### src/rtl/mem_port_arbiter.sv
`default_nettype none
// ============================================================================
// Module   : mem_port_arbiter
// Purpose  : Two-requester round-robin arbiter in front of a single in-order
//            memory port with fixed read latency. Accepted requests are
//            registered onto the memory port for one cycle. Read requester
//            tags travel through a MEM_LATENCY-deep pipeline, so each response
//            is steered back to the requester that issued it.
// Ports    : clk, rst              - clock, async active-high reset
//            rq<i>_valid/ready     - request handshake (i = 0, 1)
//            rq<i>_addr/we/wdata   - request word address, write flag, data
//            rs<i>_valid/data      - read response to requester i
//            mem_req_addr/data     - registered memory address / write data
//            mem_read_en/write_en  - one-cycle memory strobes
//            mem_resp_data         - memory read data, MEM_LATENCY after read
//            idle                  - no strobe, nothing in flight, no request
// Revision : 1.0 - initial release
// ============================================================================
module mem_port_arbiter #(
  parameter int DATA_WIDTH     = 16,
  parameter int BANKING_FACTOR = 1,
  parameter int ADDRESS_WIDTH  = 13,
  parameter int MEM_LATENCY    = 1
) (
  input  logic                                 clk,
  input  logic                                 rst,

  input  logic                                 rq0_valid,
  output logic                                 rq0_ready,
  input  logic [ADDRESS_WIDTH-1:0]             rq0_addr,
  input  logic                                 rq0_we,
  input  logic [BANKING_FACTOR*DATA_WIDTH-1:0] rq0_wdata,
  output logic                                 rs0_valid,
  output logic [BANKING_FACTOR*DATA_WIDTH-1:0] rs0_data,

  input  logic                                 rq1_valid,
  output logic                                 rq1_ready,
  input  logic [ADDRESS_WIDTH-1:0]             rq1_addr,
  input  logic                                 rq1_we,
  input  logic [BANKING_FACTOR*DATA_WIDTH-1:0] rq1_wdata,
  output logic                                 rs1_valid,
  output logic [BANKING_FACTOR*DATA_WIDTH-1:0] rs1_data,

  output logic [ADDRESS_WIDTH-1:0]             mem_req_addr,
  output logic [BANKING_FACTOR*DATA_WIDTH-1:0] mem_req_data,
  output logic                                 mem_read_en,
  output logic                                 mem_write_en,
  input  logic [BANKING_FACTOR*DATA_WIDTH-1:0] mem_resp_data,

  output logic                                 idle
);

  localparam int c_bus_w = BANKING_FACTOR * DATA_WIDTH;

  // Priority pointer: names the requester that wins when both are valid.
  logic                     r_ptr;
  logic                     r_rd_en;
  logic                     r_wr_en;
  logic [ADDRESS_WIDTH-1:0] r_addr;
  logic [c_bus_w-1:0]       r_data;
  logic                     r_issue_tag;   // requester owning the read on the port
  logic [MEM_LATENCY-1:0]   r_pipe_v;
  logic [MEM_LATENCY-1:0]   r_pipe_tag;

  logic                     w_both;
  logic                     w_grant0;
  logic                     w_grant1;
  logic                     w_accept;
  logic                     w_sel_we;
  logic [ADDRESS_WIDTH-1:0] w_sel_addr;
  logic [c_bus_w-1:0]       w_sel_wdata;

  // Grants are gated by rst so no request is acknowledged while the
  // registers are being held in reset.
  assign w_both   = rq0_valid & rq1_valid;
  assign w_grant0 = ~rst & rq0_valid & (~rq1_valid | ~r_ptr);
  assign w_grant1 = ~rst & rq1_valid & (~rq0_valid |  r_ptr);
  assign w_accept = w_grant0 | w_grant1;

  assign w_sel_we    = w_grant1 ? rq1_we    : rq0_we;
  assign w_sel_addr  = w_grant1 ? rq1_addr  : rq0_addr;
  assign w_sel_wdata = w_grant1 ? rq1_wdata : rq0_wdata;

  assign rq0_ready = w_grant0;
  assign rq1_ready = w_grant1;

  always_ff @(posedge clk or posedge rst) begin
    if (rst) begin
      r_ptr       <= 1'b0;
      r_rd_en     <= 1'b0;
      r_wr_en     <= 1'b0;
      r_addr      <= '0;
      r_data      <= '0;
      r_issue_tag <= 1'b0;
      r_pipe_v    <= '0;
      r_pipe_tag  <= '0;
    end else begin
      r_rd_en <= w_accept & ~w_sel_we;
      r_wr_en <= w_accept &  w_sel_we;

      // Address/data hold their last values between issues.
      if (w_accept) begin
        r_addr      <= w_sel_addr;
        r_data      <= w_sel_wdata;
        r_issue_tag <= w_grant1;
      end

      // Only a contended acceptance rotates priority; a sole requester
      // can stream without disturbing fairness for the next contention.
      if (w_accept && w_both) begin
        r_ptr <= ~r_ptr;
      end

      // Stage 0 is loaded from the read strobe cycle, so the last stage is
      // valid exactly MEM_LATENCY cycles after mem_read_en.
      r_pipe_v[0]   <= r_rd_en;
      r_pipe_tag[0] <= r_issue_tag;
      for (int k = 1; k < MEM_LATENCY; k++) begin
        r_pipe_v[k]   <= r_pipe_v[k-1];
        r_pipe_tag[k] <= r_pipe_tag[k-1];
      end
    end
  end

  assign mem_req_addr = r_addr;
  assign mem_req_data = r_data;
  assign mem_read_en  = r_rd_en;
  assign mem_write_en = r_wr_en;

  assign rs0_valid = r_pipe_v[MEM_LATENCY-1] & ~r_pipe_tag[MEM_LATENCY-1];
  assign rs1_valid = r_pipe_v[MEM_LATENCY-1] &  r_pipe_tag[MEM_LATENCY-1];
  assign rs0_data  = mem_resp_data;
  assign rs1_data  = mem_resp_data;

  // A response cycle still counts as in flight, so idle rises the cycle
  // after the last rs_valid.
  assign idle = rst | (~r_rd_en & ~r_wr_en & ~(|r_pipe_v) & ~rq0_valid & ~rq1_valid);

endmodule
`default_nettype wire

### config.mk
export PLATFORM = sky130hd
export DESIGN_NAME = mem_port_arbiter
export DESIGN_NICKNAME = d
export VERILOG_FILES = /design/src/rtl/mem_port_arbiter.sv
export SDC_FILE = /design/constraint.sdc
export NUM_CORES = 1
export LEC_CHECK = 0
export BUFFER_PORTS_ARGS = -buffer_cell sky130_fd_sc_hd__buf_2
export CORE_MARGIN = 8
export CORE_UTILIZATION = 25
export DETAILED_ROUTE_END_ITERATION = 10
export PLACE_DENSITY = 0.61
export SKIP_LAST_GASP = 1
export SYNTH_ARGS = -nofsm -noshare
export SYNTH_HDL_FRONTEND = slang
export SYNTH_SLANG_ARGS = --single-unit
### constraint.sdc
create_clock -name clk -period 1.2 [get_ports clk]
set_clock_uncertainty 0.15 [all_clocks]
set_input_delay 0.12 -clock clk [delete_from_list [all_inputs] [get_ports clk]]
set_output_delay 0.12 -clock clk [all_outputs]
set_load 0.005 [all_outputs]
# == Word level (Yosys, flattened, before mapping) ==
# Index checks and enable logic that the tools add are counted.
# totals
word_cells,38
input_bits,80
register_bits,35
output_inout_bits,68
# classes
n_reduce_logical,1
bitwise_logic,26
mux,3
# ops
operator,n
16-bit two-way mux,1
1-bit AND,13
13-bit two-way mux,1
1-bit inverter,9
1-bit OR,4
1-bit logical AND,1
1-bit two-way mux,1

# == Depth between registers and ports, before layout ==
# Gate-level depths: netlist of the first run.
# depth
ltp_word,6
depth_mapped,6
ltp_nobuf,3

# == Least setup slack after synthesis of the first run ==
# OpenSTA, ideal clock, no wires.
# synth_path
path_kind,input to register
from,input rst
to,register r_addr[0] (netlist: mem_req_addr[0])
arrival_ps,1166
required_ps,968
setup_time_ps,82
stages,4
setup_slack_ps,-198
path_buffers,1
path_cell_list,clkinv_1 > buf_2 > o2111ai_1 > a31oi_1
# synth_via
elab_chain_cells,4
word_cells_on_any_way,7
classes_between,1 x mux; 6 x bitwise
# synth_rtl
element,line_no,text
"start, declared",26,"input logic rst,"
1-bit inverter (*),"76, 77",
"1-bit AND, on equally long branches (2 in a row)","77, 76",
13-bit two-way mux / 1-bit OR (equally long branches),"81, 78",
"end signal, assigned",103,r_addr <= w_sel_addr;
"end, declared",59,logic [ADDRESS_WIDTH-1:0] r_addr;
# Mark *: on every way between the ends. The rest lies on a longest branch, timed or not.
# A chain may end at the register's enable or synchronous reset.

# == Worst setup path after layout of the first run ==
# layout_path
from,register r_pipe_v
to,output idle
# layout_via
elab_chain_cells,5
# layout_rtl
element,line_no,text
"start, declared",62,logic [MEM_LATENCY-1:0] r_pipe_v;
"start signal, assigned by index",119,r_pipe_v[k] <= r_pipe_v[k-1];
1-bit inverter,137,assign idle = rst | (~r_rd_en & ~r_wr_en & ~(|r_pipe_v) & ~rq0_valid & ~rq1_valid);
1-bit AND (3 in a row),137,
1-bit OR,137,
"end, declared",50,output logic idle
# No other way between the ends.

==> out/qor.yml, run 1 <==
status: "finished, violations left"
violations: "setup timing"
p_comb_frac: 0.496
drv_slew: 0
hp-class: "in -> out"
post-place-cells: 400
fin_nets: 461
synth_top_family_by_area: "compound AO/OA/AOI/OAI gates"
rows: 33
dr.first_iter.drc_count: 154
gp_congestion: 0.6855
core-area_um2: 8134
start_kind: "flip-flop"
seq_area_frac_synth: 0.4237
power.leakage_uw: 0.001627
sequentialPowerShare: 0.308
drt-wirelength-per-cell_um: 17.47
grt_pass1_wl_mm: 13.60
yosys.area_share.simple: 0.07930
grt_pass1_vias: 2640
drc: 0
antenna_found_initial: 0
cts_buffers: 5
max_freq_mhz: 619.4
synth_nets: 309
htree_levels: 2
layout-drive-gt1-share: 0.4791
p_int_uw: 3242
rsz0062_at_grt: "yes"
drtAntennaViolNets: 0
worst_pin_slew_ns: 0.5137
hold_viol: 0
period_needed_ns: 1.614
yosysUniqueCellTypes: 25
diodes: 0
fin_cells: 487
synthMuxAreaShare: 0
crit_type: "reg -> out"
cts_sinks: 35
setup_violations: 38
p_sw_frac: 0.3363
p_switching_uw: 1642
synth_compound_area_frac: 0.3069
clk_path_buf_depth: 2
synthXorXnorAreaFrac: 0.004237
clk-insertion-delay-late_ns: 0.28
clkPwrFrac: 0.196
critPathRequiredTime_ns: 0.93
postSynthCellCount: 229
die_area_um2: 11430
routed_wirelength_mm: 8.506
synthAdderAreaFrac: 0
via_per_inst: 4.969
cts_tree: "yes"
p_total_uw: 4884
fp.dieH_um: 106.9
avgSynthCellArea_um2: 9.026
powerDensity_nw_per_um2: 1258
start_util: 0.2541
cts_root_buffer: "clkbuf_8"
fin_crit_sh: 1.345
syn_area_um2: 2067
grt_overflow_total: 0
grt_max_degree: 33
hpwl_mm: 4.966
worstPathArrival_ns: 1.34
io_buffers: 99
ys_ff_latch: 35
cap_violations: 0
ioPinCount: 148
cp_max_fo: 2
critPathCaptureType: "primary output"
first_pass_iters: 4
area_growth_pct: 87.77
cts.clk_slew.worst_paths_ns: 0.06
fp.dieW_um: 106.9
fin_ws_ns: -0.4144
ys_warn_count: 0
ir_drop_mv: 0.5144
fillers: 742
vias: 2420
slew_headroom: 0.6576
grt.total_usage: 0.1496
## worst paths after layout
check / from / endpoint / slack, ns / cells past startpoint
max: r_pipe_v / idle / -0.41 / 3
max reg2reg: r_ptr / mem_read_en / -0.22 / 5
min: mem_resp_data[6] / rs0_data[6] / 0.09 / 0
min in group asynchronous: rst / mem_req_addr[8] / 0.21 / 4
min reg2reg: r_issue_tag / r_pipe_tag / 0.24 / 0
max in group asynchronous: rst / mem_req_data[13] / 0.07 / 5
## logic make-up after synthesis
group / Yosys count
buffers and inverters: 61
and+or+nand+nor: 37
AOI/OAI and AO/OA: 95
xor gates and xnor gates: 1
DFF: 35
## flip-flops by register name, summed over array words and instances (netlist names)
signal        cells
mem_write_en      1
r_pipe_v          1
r_issue_tag       1
mem_req_data     16
mem_read_en       1
r_pipe_tag        1
mem_req_addr     13
r_ptr             1
## synthesized netlist by cell type
library cell	number	area [um2]
a211oi_1	1	7.510
a21o_1	1	7.510
a21oi_1	1	5.000
a31oi_1	29	181.4
and2_1	1	6.260
and3_1	1	6.260
buf_1	1	3.750
buf_2	10	50.05
buf_4	32	240.2
buf_6	3	33.78
clkbuf_1	13	48.80
clkinv_1	1	3.750
dfrtp_1	35	875.8
inv_1	1	3.750
nand2b_1	1	6.260
nand3_1	1	5.000
nor2_1	30	112.6
nor2b_1	1	6.260
nor2b_4	1	13.76
o2111ai_1	30	262.8
o21ai_0	29	145.1
o21ai_1	3	15.01
o21ba_1	1	10.01
or4_1	1	7.510
xnor2_1	1	8.760
## power groups by stage
stage	logic (uW)	registers, uW	clock network, uW
6_report	2420	1510	956
5_1_grt	2600	1530	1050
4_1_cts	2360	1500	996
3_5_place_dp	1290	1520	0
3_3_place_gp	1280	1510	0
2_1_floorplan	762	1500	0
## cells in the final DEF, fill, tap and decap left out, drive strengths merged, types with 2 or more instances in the layout
master / count
buf: 138
dlygate4sd3: 64
dfrtp: 35
o21ai: 32
nor2: 30
o2111ai: 30
a31oi: 29
clkbuf: 8
dlymetal6s4s: 2
inv: 2
nor2b: 2
## layout make-up
class                   count  area (um2)  share of cell area
inverters                   2       7.507            0.001934
clock buffers               8       100.1             0.02579
flip-flops and latches     35       877.1              0.2260
repair buffers            204        1689              0.4352
well taps                 105       131.4             0.03385
multi-input cells         133        1076              0.2772
## critical path: stages (launching register included)
cell and delay (ns):
dfrtp_1 0.38, or4_1 0.46, o21ai_1 0.11, buf_2 0.12
## repair_timing
item,4_1_cts,5_1_grt
gates cloned,3,0
pin swaps,37,28
endpoints found under the setup margin,37,56
buffers inserted,12,2
resized for setup,62,24
hold buffers,66,0
endpoints found under the hold margin,55,0
## routing by layer
metal	up-vias	GRT usage	wire [um]	share of wire
li1	1125	-	-	-
met1	1152	0.1582	3264	0.38
met2	111	0.2664	4336	0.51
met3	32	0.03719	606	0.071
met4	0	0.08342	297	0.035
met5	-	0	0	0
## per-stage QoR
| stage | hold WS (ns) | setup WS (ns) | utilization | setup TNS (ns) | area (um2) |
|---|---|---|---|---|---|
| after CTS | 0.09005 | -0.4223 | 0.4682 | -7.879 | 3809 |
| after global placement | 0.09005 | -0.1319 | 0.3230 | -1.825 | 2628 |
| after detailed placement | 0.09005 | -0.1199 | 0.3230 | -2.971 | 2628 |
| after floorplan | 0.02346 | -0.02407 | - | -0.2679 | 2095 |
| final | 0.09000 | -0.4144 | 0.4772 | -6.475 | 3881 |
| after global routing | 0.09001 | -0.4919 | 0.4772 | -8.073 | 3881 |
Power figures use the tool's default switching activity.
==> run 2, diff against run 1 <==
--- a/config.mk
+++ b/config.mk
@@ -10,6 +10,7 @@
 export CORE_UTILIZATION = 25
 export DETAILED_ROUTE_END_ITERATION = 10
 export PLACE_DENSITY = 0.61
+export SETUP_SLACK_MARGIN = 0.3
 export SKIP_LAST_GASP = 1
 export SYNTH_ARGS = -nofsm -noshare
 export SYNTH_HDL_FRONTEND = slang
==> out/qor.yml, run 2 (same netlist as run 1, synthesis figures left out) <==
ir_drop_mv: 0.5388  # was 0.5144 mV
max_freq_mhz: 611.0  # was 619.4 MHz
cts_tree: "yes"  # unchanged
final_common_cell: "buf_2"  # unchanged
cap_violations: 0  # unchanged
gp_congestion: 0.7258  # was 0.6855
vias: 2270  # was 2420
io_buffers: 99  # unchanged
drc: 0  # unchanged
cts_root_buffer: "clkbuf_8"  # unchanged
rows: 33  # unchanged
dr.first_iter.drc_count: 85  # was 154
fin_ws_ns: -0.4368  # was -0.4144 ns
cts_sinks: 35  # unchanged
fp.dieH_um: 106.9  # unchanged
layout-drive-gt1-share: 0.5682  # was 0.4791
worstPathArrival_ns: 1.37  # was 1.34 ns
powerDensity_nw_per_um2: 1378  # was 1258 nW/um2
first_pass_iters: 4  # unchanged
largest_reg_flops: 16  # unchanged
multi_input_comb_area_um2: 973.4  # was 1076 um2
rrSetupSlack_ns: -0.29  # was -0.22 ns
slew_headroom: 0.7970  # was 0.6576
cp_max_fo: 2  # unchanged
power.leakage_uw: 0.001510  # was 0.001627 uW
grt_pass1_wl_mm: 12.42  # was 13.60 mm
clk_path_buf_depth: 2  # unchanged
status: "finished, violations left"  # unchanged
critPathRequiredTime_ns: 0.93  # about the same
via_per_inst: 4.967  # was 4.969
setup_violations: 38  # unchanged
area_growth_pct: 67.80  # was 87.77%
cts_buffers: 5  # unchanged
clk-insertion-delay-late_ns: 0.28  # about the same
fillers: 769  # was 742
fin_nets: 431  # was 461
antenna_found_initial: 0  # unchanged
worst_pin_slew_ns: 0.3044  # was 0.5137 ns
period_needed_ns: 1.637  # was 1.614 ns
grt_pass1_vias: 2444  # was 2640
fin_crit_sh: 1.364  # was 1.345
core-area_um2: 8134  # unchanged
ioPinCount: 148  # unchanged
violations: "hold timing, setup timing"  # was setup timing
fin_cells: 457  # was 487
drtAntennaViolNets: 0  # unchanged
fp.dieW_um: 106.9  # unchanged
grt_overflow_total: 0  # unchanged
reg2reg_depth: 6  # was 5
diodes: 0  # unchanged
grt.total_usage: 0.1345  # was 0.1496
layout_common_cells: "buf_2 (98), dfrtp_1 (34), buf_4 (30)"  # was buf_2 (98), dlygate4sd3_1 (64), dfrtp_1 (34)
die_area_um2: 11430  # unchanged
hp-class: "in -> async"  # was in -> out
critPathCaptureType: "primary output"  # unchanged
postPlaceCellArea_um2: 2656  # was 2628 um2
p_total_uw: 4779  # was 4884 uW
drt-wirelength-per-cell_um: 17.14  # was 17.47 um
drv_slew: 0  # unchanged
final_area_um2: 3468  # was 3881 um2
hpwl_mm: 5.087  # was 4.966 mm
routed_wirelength_mm: 7.831  # was 8.506 mm
start_kind: "flip-flop"  # unchanged
cts.clk_slew.worst_paths_ns: 0.07  # was 0.06 ns
hold_viol: 44  # was 0
crit_type: "reg -> out"  # unchanged
regArea_um2: 877.1  # unchanged
whs_ns: -0.3748  # was 0.09000 ns
grt_max_degree: 34  # was 33
post-place-cells: 404  # was 400
start_util: 0.2541  # unchanged
rsz0062_at_grt: "yes"  # unchanged
htree_levels: 2  # unchanged
-- run 2: cell count changes in the layout (fill, tap and decap cells not counted), moves of 3 or more --
cell	before	now
o21ai_2	4	24
o21ai_0	12	2
o2111ai_1	4	26
dlygate4sd3_1	64	19
o21ai_1	16	5
buf_16	2	5
o2111ai_2	20	3
o2111ai_4	6	1
buf_4	15	30
-- run 2: timing repair --
action,4_1_cts,5_1_grt
hold buffers,17,2
pin swaps,22,19
resized for setup,62,23
endpoints found under the setup margin,69,69
endpoints found under the hold margin,60,40
buffers inserted,14,7
cloned,5,0
-- run 2: worst paths after layout --
kind                                   start               to
worst max-delay path                r_pipe_v             idle
worst min register to register   r_issue_tag       r_pipe_tag
worst min-delay path                     rst            r_ptr
min in group clk                rq0_wdata[7]  mem_req_data[7]
worst max register to register         r_ptr  mem_req_addr[9]
max in group asynchronous                rst      r_issue_tag
-- run 2: layout make-up --
type | instances | area share
clock buffer | 6 | 0.02092
timing repair buffer | 174 | 0.4019
multi-input combinational | 133 | 0.2807
clock inverter | 2 | 0.003607
inverter | 2 | 0.002164
tap | 105 | 0.03788
sequential | 35 | 0.2529
-- run 2: power breakdown --
| part | internal [uW] | leakage [uW] | switching [uW] | total, uW |
|---|---|---|---|---|
| combinational | 1390 | 0.00107 | 1060 | 2450 |
| sequential | 1380 | 0.000397 | 135 | 1510 |
| clock | 405 | 0.0000412 | 414 | 820 |
| total | 3170 | 0.00151 | 1610 | 4780 |
-- run 2: critical path, stage by stage (launching register included) --
cell and delay [ns]:
dfrtp_1 0.38, or4_1 0.46, o21ai_1 0.12, buf_2 0.12
-- run 2: metrics by stage --
stage,worst slack [ns],util,setup TNS [ns]
after global placement,-0.1222,0.3266,-0.7234
after CTS,-0.4550,0.4104,-8.400
after global routing,-0.5156,0.4264,-11.52
final,-0.4368,0.4264,-8.784
after floorplan,-0.02275,-,-0.1216
after detailed placement,-0.1367,0.3266,-1.243
-- run 2: per-layer routing --
layer  part of all wire  global-route usage  up-vias  wire length [um]
li1                   -                   -     1077                 -
met1               0.42              0.1595     1081              3270
met2               0.49              0.2265       97              3835
met3              0.076             0.03299       15               594
met4              0.017             0.05729        0               131
met5                  0                   0        -                 0
